`src/rtl/uart_pkg.sv`:
```
// Shared UART definitions: FSM state encoding, frame constants and baud divisor helper.
// Used by both the transmit buffer and the receiver in uart_ctrl.
package uart_pkg;

    localparam int unsigned DATA_BITS = 8;

    typedef enum logic [2:0] {
        StIdle,
        StStart,
        StData,
        StParity,
        StStop
    } uart_state_e;

    function automatic int unsigned calc_bit_cyc(input int unsigned clk_freq,
                                                 input int unsigned baud);
        return clk_freq / baud;
    endfunction

endpackage

```
`src/rtl/sync_fifo.sv`:
```
// Single-clock FIFO with combinational head read; a push into a full FIFO is
// accepted only when a pop happens in the same cycle.
module sync_fifo #(
    parameter int unsigned Width = 8,
    parameter int unsigned Depth = 16
) (
    input  logic                   sclk,
    input  logic                   rst,
    input  logic                   push,
    input  logic                   pop,
    input  logic [Width-1:0]       din,
    output logic [Width-1:0]       dout,
    output logic                   full,
    output logic                   empty,
    output logic [$clog2(Depth):0] count
);

    localparam int unsigned AddrW = $clog2(Depth);
    localparam logic [AddrW:0] DepthCnt = Depth[AddrW:0];

    logic [Width-1:0] mem_q [Depth];
    logic [AddrW-1:0] wr_ptr_q;
    logic [AddrW-1:0] rd_ptr_q;
    logic [AddrW:0]   count_q;
    logic             do_push;
    logic             do_pop;

    assign do_pop  = pop && !empty;
    assign do_push = push && (!full || do_pop);

    always_ff @(posedge sclk) begin
        if (rst) begin
            wr_ptr_q <= '0;
            rd_ptr_q <= '0;
            count_q  <= '0;
        end else begin
            if (do_push) wr_ptr_q <= wr_ptr_q + 1'b1;
            if (do_pop)  rd_ptr_q <= rd_ptr_q + 1'b1;
            case ({do_push, do_pop})
                2'b10:   count_q <= count_q + 1'b1;
                2'b01:   count_q <= count_q - 1'b1;
                default: count_q <= count_q;
            endcase
        end
    end

    // Storage needs no reset; pointers and count define validity.
    always_ff @(posedge sclk) begin
        if (do_push) mem_q[wr_ptr_q] <= din;
    end

    assign dout  = mem_q[rd_ptr_q];
    assign full  = (count_q == DepthCnt);
    assign empty = (count_q == '0);
    assign count = count_q;

endmodule

```
`src/rtl/uart_tx_buf.sv`:
```
// Buffered 8N1 UART transmitter: byte strobes are queued in a FIFO and serialized onto tx.
// Define UART_TX_PARITY_EN to insert an even-parity bit (8E1 frames).
module uart_tx_buf
    import uart_pkg::*;
#(
    parameter int unsigned CLK_FREQ   = 50_000_000,
    parameter int unsigned BAUD       = 9600,
    parameter int unsigned FIFO_DEPTH = 16
) (
    input  logic       sclk,
    input  logic       rst,
    input  logic       tx_flag,
    input  logic [7:0] tx_data,
    output logic       tx,
    output logic       busy,
    output logic       full,
    output logic       overflow
);

    localparam int unsigned BIT_CYC = calc_bit_cyc(CLK_FREQ, BAUD);
    localparam int unsigned BaudW   = $clog2(BIT_CYC);
    localparam logic [BaudW-1:0] BaudLast = BaudW'(BIT_CYC - 1);
    localparam logic [2:0]       LastBit  = 3'(DATA_BITS - 1);

    uart_state_e                 state_q;
    logic [BaudW-1:0]            baud_q;
    logic [2:0]                  bit_q;
    logic [7:0]                  shift_q;
    logic                        tx_q;
    logic                        overflow_q;
    logic [7:0]                  fifo_dout;
    logic                        fifo_full;
    logic                        fifo_empty;
    logic [$clog2(FIFO_DEPTH):0] fifo_count;
    logic                        pop;
    logic                        bit_end;
`ifdef UART_TX_PARITY_EN
    logic                        parity_q;
`endif

    assign pop     = (state_q == StIdle) && !fifo_empty;
    assign bit_end = (baud_q == BaudLast);

    sync_fifo #(
        .Width (8),
        .Depth (FIFO_DEPTH)
    ) u_fifo (
        .sclk  (sclk),
        .rst   (rst),
        .push  (tx_flag),
        .pop   (pop),
        .din   (tx_data),
        .dout  (fifo_dout),
        .full  (fifo_full),
        .empty (fifo_empty),
        .count (fifo_count)
    );

    always_ff @(posedge sclk) begin
        if (rst) begin
            state_q    <= StIdle;
            baud_q     <= '0;
            bit_q      <= '0;
            shift_q    <= '0;
            tx_q       <= 1'b1;
            overflow_q <= 1'b0;
`ifdef UART_TX_PARITY_EN
            parity_q   <= 1'b0;
`endif
        end else begin
            if (tx_flag && fifo_full && !pop) overflow_q <= 1'b1;

            unique case (state_q)
                StIdle: begin
                    baud_q <= '0;
                    tx_q   <= 1'b1;
                    if (!fifo_empty) begin
                        shift_q <= fifo_dout;
                        bit_q   <= '0;
                        state_q <= StStart;
                        tx_q    <= 1'b0;
`ifdef UART_TX_PARITY_EN
                        parity_q <= ^fifo_dout;
`endif
                    end
                end
                StStart: begin
                    if (bit_end) begin
                        baud_q  <= '0;
                        state_q <= StData;
                        tx_q    <= shift_q[0];
                    end else begin
                        baud_q <= baud_q + 1'b1;
                    end
                end
                StData: begin
                    if (bit_end) begin
                        baud_q <= '0;
                        if (bit_q == LastBit) begin
`ifdef UART_TX_PARITY_EN
                            state_q <= StParity;
                            tx_q    <= parity_q;
`else
                            state_q <= StStop;
                            tx_q    <= 1'b1;
`endif
                        end else begin
                            bit_q   <= bit_q + 1'b1;
                            shift_q <= shift_q >> 1;
                            tx_q    <= shift_q[1];
                        end
                    end else begin
                        baud_q <= baud_q + 1'b1;
                    end
                end
`ifdef UART_TX_PARITY_EN
                StParity: begin
                    if (bit_end) begin
                        baud_q  <= '0;
                        state_q <= StStop;
                        tx_q    <= 1'b1;
                    end else begin
                        baud_q <= baud_q + 1'b1;
                    end
                end
`endif
                StStop: begin
                    if (bit_end) begin
                        baud_q  <= '0;
                        state_q <= StIdle;
                    end else begin
                        baud_q <= baud_q + 1'b1;
                    end
                    tx_q <= 1'b1;
                end
                default: begin
                    baud_q  <= '0;
                    state_q <= StIdle;
                    tx_q    <= 1'b1;
                end
            endcase
        end
    end

    assign tx       = tx_q;
    assign busy     = (state_q != StIdle) || (fifo_count != '0);
    assign full     = fifo_full;
    assign overflow = overflow_q;

endmodule

```
`config.mk`:
```
export PLATFORM = sky130hd
export DESIGN_NAME = uart_tx_buf
export DESIGN_NICKNAME = d
export VERILOG_FILES = /design/src/rtl/uart_pkg.sv /design/src/rtl/sync_fifo.sv /design/src/rtl/uart_tx_buf.sv
export SDC_FILE = /design/constraint.sdc
export NUM_CORES = 1
export LEC_CHECK = 0
export CAP_MARGIN = 20
export CORE_MARGIN = 1
export CORE_UTILIZATION = 40
export CTS_BUF_LIST = sky130_fd_sc_hd__clkbuf_4 sky130_fd_sc_hd__clkbuf_8
export DETAILED_ROUTE_END_ITERATION = 10
export DONT_BUFFER_PORTS = 1
export PLACE_DENSITY = 0.57
export SYNTH_ARGS = -nofsm -noshare
export SYNTH_HDL_FRONTEND = slang
export SYNTH_HIERARCHICAL = 1
export SYNTH_SLANG_ARGS = --single-unit
```
`constraint.sdc`:
```
create_clock -name sclk -period 3.55 [get_ports sclk]
set_input_delay 0.71 -clock sclk [delete_from_list [all_inputs] [get_ports sclk]]
set_output_delay 0.71 -clock sclk [all_outputs]
set_load 0.02 [all_outputs]
```
* After elaboration in Yosys (flattened, before gate mapping)
Memories as Yosys holds them, arrays and structs flattened. A register that Yosys moved wholly into a read port is not among the register bits. Index checks and enable logic that the tools add are counted.
Storage, ports and cells: flip-flop bits (word level) 42, memories kept 1, RAM bits 128, bits of input ports 11, output and inout bits 4
Memory list:
- u_fifo.mem_q | depth 16, bits a word 8, rd ports 1, clocked after Yosys merged registers in 1, write ports 1, RTL line sync_fifo.sv:21 | logic [Width-1:0] mem_q [Depth];
Cells by class: reductions and logical operators 21, bitwise logic cells 1, add/sub/neg operators 6, equality and inequality tests 14, mux-type cells 24
Operator list (count):
- 2-to-1 mux 3 bit | 8
- 2-to-1 mux 8 bit | 3
- one-hot mux 8 bit (2 select lines) | 1
- adder 13 x 1 -> 13 bit, second input constant | 1
- == test 13 bit, second input constant | 1
- != test 2 bit, second input constant | 6
- one-hot mux 3 bit (4 select lines) | 1
- one-hot mux 5 bit (2 select lines) | 1
- adder 4 x 1 -> 4 bit, second input constant | 2
- 2-to-1 mux 4 bit | 2
- == test 3 bit, second input constant | 2
- 2-to-1 mux 1 bit | 6
- one-hot mux 3 bit (2 select lines) | 1
- OR reduction 3 bit | 2
- adder 5 x 1 -> 5 bit, second input constant | 1
- == test 5 bit, second input constant | 1
- logical AND 1 bit | 5
- zero test 5 bit | 1
- AND reduction 5 bit | 1
- nonzero test 5 bit | 1
- subtractor 5 x 1 -> 5 bit, second input constant | 1
- AND reduction 4 bit | 1
- nonzero test 2 bit | 2
- adder 3 x 1 -> 3 bit, second input constant | 1
- 11 further kinds | 14

* Logic depth before layout (Yosys ltp)
depth in word-level cells 8, gate-level depth with buffers 13, depth with buffers taken out 12

* By module
Netlist, hierarchy kept.
Modules (own cells, without submodules):
- sync_fifo | area each 5854.4 um2, seq. area each 4184.0 um2, times used 1, cells each 322
- uart_tx_buf | area each 1450.1 um2, seq. area each 580.6 um2, times used 1, cells each 169

* Least setup slack after synthesis
Ideal clock, no wire load.
path kind flip-flop to flip-flop, from register u_fifo.count_q[4], in the netlist u_fifo/count[4], to register u_fifo.count_q[4], in the netlist u_fifo/count[4], library setup time 134 ps, path slack 499 ps, arrival time 2917 ps, period minus slack after synthesis 3051 ps, buffers on the path 1, stages on the path, launching flop included 12, data required time 3416 ps, cells stage by stage dfxtp_1 -> clkbuf_1 -> nor2_1 -> or4_4 -> clkinv_4 -> nor2b_1 -> o21ai_4 -> fa_1 -> nand2b_1 -> o2bb2ai_1 -> mux2i_1 -> or4_1
Between the ends: longest elaborated chain between the ends 8, elaborated cells on any way between the ends 14, those cells by class add/sub (2); eq/ne (3); mux (1); reduce/logical (8)
Ends and longest elaborated chain:
- start: declaration | RTL line sync_fifo.sv:24 | logic [AddrW:0] count_q;
- start signal: assignment | RTL line sync_fifo.sv:40 | 2'b10: count_q <= count_q + 1'b1;
- start signal: assignment | RTL line sync_fifo.sv:41 | 2'b01: count_q <= count_q - 1'b1;
- start signal: assignment | RTL line sync_fifo.sv:42 | default: count_q <= count_q;
- zero test 5 bit * | RTL line sync_fifo.sv:54 | assign empty = (count_q == '0);
- net fifo_empty | RTL line uart_tx_buf.sv:33 | logic fifo_empty;
- zero test 1 bit *
- logical AND 1 bit * | RTL line uart_tx_buf.sv:41 | assign pop = (state_q == StIdle) && !fifo_empty;
- net pop | RTL line uart_tx_buf.sv:35 | logic pop;
- logical AND 1 bit * | RTL line sync_fifo.sv:28 | assign do_pop = pop && !empty;
- logical OR 1 bit | RTL line sync_fifo.sv:29 | assign do_push = push && (!full || do_pop);
- logical AND 1 bit | RTL line sync_fifo.sv:29
- == test 2 x 1 -> 1 bit or == test 2 bit (tied branches) | RTL line sync_fifo.sv:39 | case ({do_push, do_pop})
- one-hot mux 5 bit (2 select lines) or nonzero test 2 bit (tied branches)
The timed path passes the listed nets; every way through them passes the cells marked *. A chain may end at the register's enable or synchronous reset.

* Worst setup path after layout
from register u_fifo.count_q[0], in the netlist u_fifo/count[0], to register u_fifo.count_q[4], in the netlist u_fifo/count[4]
The elaborated chain is that of the path after synthesis.

==> parameters.txt <==
Parameter                              Value

Status
  Status    completed

Critical path
  Worst path top cell family by delay    simple AND/OR/NAND/NOR gates
  Crit Path Class    flip-flop to flip-flop
  Reg-to-reg startpoint    u_fifo/count[0]
  Cell occurring most often along the worst timing path    or4_1
  Cells along the critical path    or4_1 > nor2_1 > or4_4 > clkinv_4 > nor2b_1 > o21ai_4 > inv_2 > ha_1 > o2bb2ai_1 > a2111oi_0 > or4_1
  Worst Path Arrival    3520 ps
  Number of cells on the worst reg-to-reg path    11
  Biggest fanout along the worst timing path    11
  CP bufs+invs    2
  Crit. End Element    flip-flop
  Startpoint Class    flip-flop
  Cell at the slowest stage of the critical path    or4_1
  Critical path's largest stage delay    around 570 ps
  Internal reg-to-reg setup slack    roughly 370 ps
  Reg2reg end    u_fifo/count[4]
  Req. time, crit path    approximately 3900 ps

Clock network
  Clock-pin transition on the worst setup and hold timing paths    100 ps
  Deepest clock path buffer count    2
  Skew-Pair Late Insertion Delay    about 460 ps
  Post-CTS Setup Inserts    0
  Number of H-tree levels    4
  TritonCTS Buffers    17
  Hold buffers post-CTS    0
  # clock sinks    roughly 170
  CTS Root Cell    clkbuf_8
  Post-cts resize count    0
  Clock tree from TritonCTS    yes

Logic synthesis
  Yosys warns    6
  Cell area after synthesis    7300 sq um
  Syn_area_per_cell    ~15 sq um
  Sequential-to-total area share from yosys stat    65.2%
  Number of flip-flops and latches in the synthesized netlist    between 150 and 200
  Synth cell types    59
  Number of enable-type register cells in the synthesized netlist    128
  Most used flip-flop cell after synthesis    edfxtp_1
  Post-Syn Instances    491
  Proportion of register bits with asynchronous set or reset after synthesis    0%
  Net count of the mapped netlist    a little over 500

Timing
  Max-slew violation count    0
  Largest clock skew in the final design    between 10 and 15 ps
  Worst hold slack    302 ps
  Slew margin rel.    approximately half
  Final total negative setup slack    0 ps
  Slew of the pin with the lowest slew margin    roughly 760 ps
  Hold violation total from the final report    0
  RSZ-0062 raised after global routing    false
  Share of the clock period used by the worst path    a little under 90%
  Highest clock frequency the design can meet    about 310 MHz
  Shortest period the worst path allows    between 3000 and 4000 ps
  Finish-stage setup viols    0

Floorplanning
  # IOs    15
  Die Y-Extent    ~140 um
  Total die area    roughly 19000 sq um
  Floorplan die width    roughly 140 um
  Number of core rows    a little under 50
  Initial cell density of the core    ~40%
  Core area    approximately 18000 sq um

Global route
  GRT Total Usage    15.9%
  Antenna violations before repair    0
  Via count of the first global-routing pass    about 4000
  Largest net degree at the start of global routing    35
  First-pass GRT wire length    about 22000 um
  Sum of overflow across all layers after global routing    0

Cells and area
  Net count, final    slightly above 500
  Final core occ    between 40 and 50%
  Share of cells above drive strength 1    15.9%
  Layout Area Growth over Synthesis    8.07%
  Final antenna diode count    0

Run
  Number of max-capacitance violations reported    0

Min path
  Worst Hold Path Cells    1
  Worst Hold Class    input pin to flip-flop
  Critical hold path startpoint    rst
  Hold worst-path end    overflow

Drt
  Number of vias per cell    ~5.5
  Routed wire length    14000 um
  Residual DRC count    0
  Iteration count of the initial detailed-routing pass    4
  Number of vias after detailed routing    roughly 4000
  Iter 0 DRT Violations    about 190
  Detailed-route wire length per cell    ~19 um
  Remaining number of nets flagged by the antenna check after routing    0

Pwr
  Static power due to leakage    around 2.6 nW
  Power per cell area    around 660 nW/um^2
  Peak supply drop    ~0.43 mV

Place
  Half-perimeter wire length of the detailed placement result    roughly 8800 um
  Final RePlAce weighted congestion    0.811
  Port Buffers    0
==> routing by layer <==
metal | global-route usage [%] | vias to the layer above | routed length (um)
met4 | 7.39 | 0 | 254
met2 | 25.1 | 62 | 6850
met5 | 0 | - | 0
met3 | 3.22 | 20 | 491
li1 | - | 1890 | -
met1 | 21.1 | 2021 | 6370
==> cell usage after synthesis, types with 12 or more instances <==
library cell  number  area (sq um)
a21oi_1           13          65.1
clkbuf_1          14          52.6
nor2_1            33           124
edfxtp_1         128          3840
nand2_1           25          93.8
mux4_2            32           721
and2_1            13          81.3
xnor2_1           12           105
o21ai_0           15          75.1
nor3_1            12          60.1
a22oi_1           16           120
dfxtp_1           46           921
==> power breakdown <==
group | internal [W] | switching (W) | total [W]
clock | 0.000590 | 0.000780 | 0.00137
sequential | 0.00233 | 0.000127 | 0.00246
combinational | 0.000582 | 0.000788 | 0.00137
total | 0.00350 | 0.00170 | 0.00520
==> logic make-up after synthesis <==
| group | count (synthesis) | synth area share [%] |
|---|---|---|
| AO/OA/AOI/OAI | 77 | 7.50 |
| XOR/XNOR | 17 | 2.04 |
| adder cells (fa/ha/maj) | 12 | 2.16 |
| buffers and inverters | 36 | 2.31 |
| flip-flops | 174 | 65.2 |
| multiplexers | 40 | 11.0 |
| AND/OR/NAND/NOR | 135 | 9.78 |
==> final cells by class <==
| cell class | count | area (sq um) |
|---|---|---|
| clock buffer | 17 | 234 |
| inverter | 12 | 50.0 |
| multi-input combinational | 281 | 2370 |
| timing repair buffer | 3 | 22.5 |
| fill | 1633 | 10000 |
| sequential | 174 | 4770 |
| tap | 229 | 287 |
| clock inverter | 15 | 164 |
==> state kept, by name, indices dropped and copies added, names as in the netlist, named ones only <==
name	count
u_fifo/count	5
bit_q	3
u_fifo/rd_ptr_q	4
state_q	3
baud_q	13
shift_q	8
u_fifo/mem_q	128
overflow	1
u_fifo/wr_ptr_q	4
tx	1
==> placed cells by master, fill, tap and decap left out, drive strengths merged, types with 2 or more instances in the layout <==
| cell | instances |
|---|---|
| or3b | 2 |
| nor3b | 4 |
| nand3 | 11 |
| mux4 | 32 |
| or3 | 3 |
| nor3 | 12 |
| ha | 11 |
| buf | 3 |
| clkinv | 4 |
| nor4b | 2 |
| nand2b | 3 |
| nor2b | 5 |
| a22oi | 16 |
| and3 | 6 |
| o211ai | 2 |
| and2 | 13 |
| o31ai | 2 |
| a211o | 8 |
| or4 | 4 |
| dfxtp | 46 |
| nor2 | 33 |
| o21a | 6 |
| a31oi | 2 |
| nand4 | 7 |
| o22ai | 2 |
| xor2 | 5 |
| o21ai | 18 |
| inv | 21 |
| clkbuf | 17 |
| mux2i | 7 |
| a21oi | 14 |
| edfxtp | 128 |
| xnor2 | 12 |
| nand2 | 25 |
==> stage by stage <==
| stage | power, W | worst slack, ps | cells | area (sq um) |
|---|---|---|---|---|
| after floorplan | 0.00363 | 499 | 491 | 7300 |
| after global placement | 0.00384 | 480 | 699 | 7500 |
| after detailed placement | 0.00388 | 375 | 699 | 7500 |
| after CTS | 0.00524 | 370 | 731 | 7890 |
| after global routing | 0.00547 | 147 | 731 | 7890 |
| final | 0.00520 | 373 | 731 | 7890 |
==> worst max-delay path by stage <==
stage	from	endpoint	slack, ps	cells past startpoint
3_3_place_gp	u_fifo/count[4]	u_fifo/count[4]	480	10
2_1_floorplan	u_fifo/count[4]	u_fifo/count[4]	500	11
4_1_cts	u_fifo/count[0]	u_fifo/count[4]	370	11
3_5_place_dp	u_fifo/count[0]	u_fifo/count[4]	370	12
6_report	u_fifo/count[0]	u_fifo/count[4]	370	11
5_1_grt	u_fifo/count[0]	u_fifo/count[4]	150	11
No activity file was read; power rests on OpenSTA's default activity.
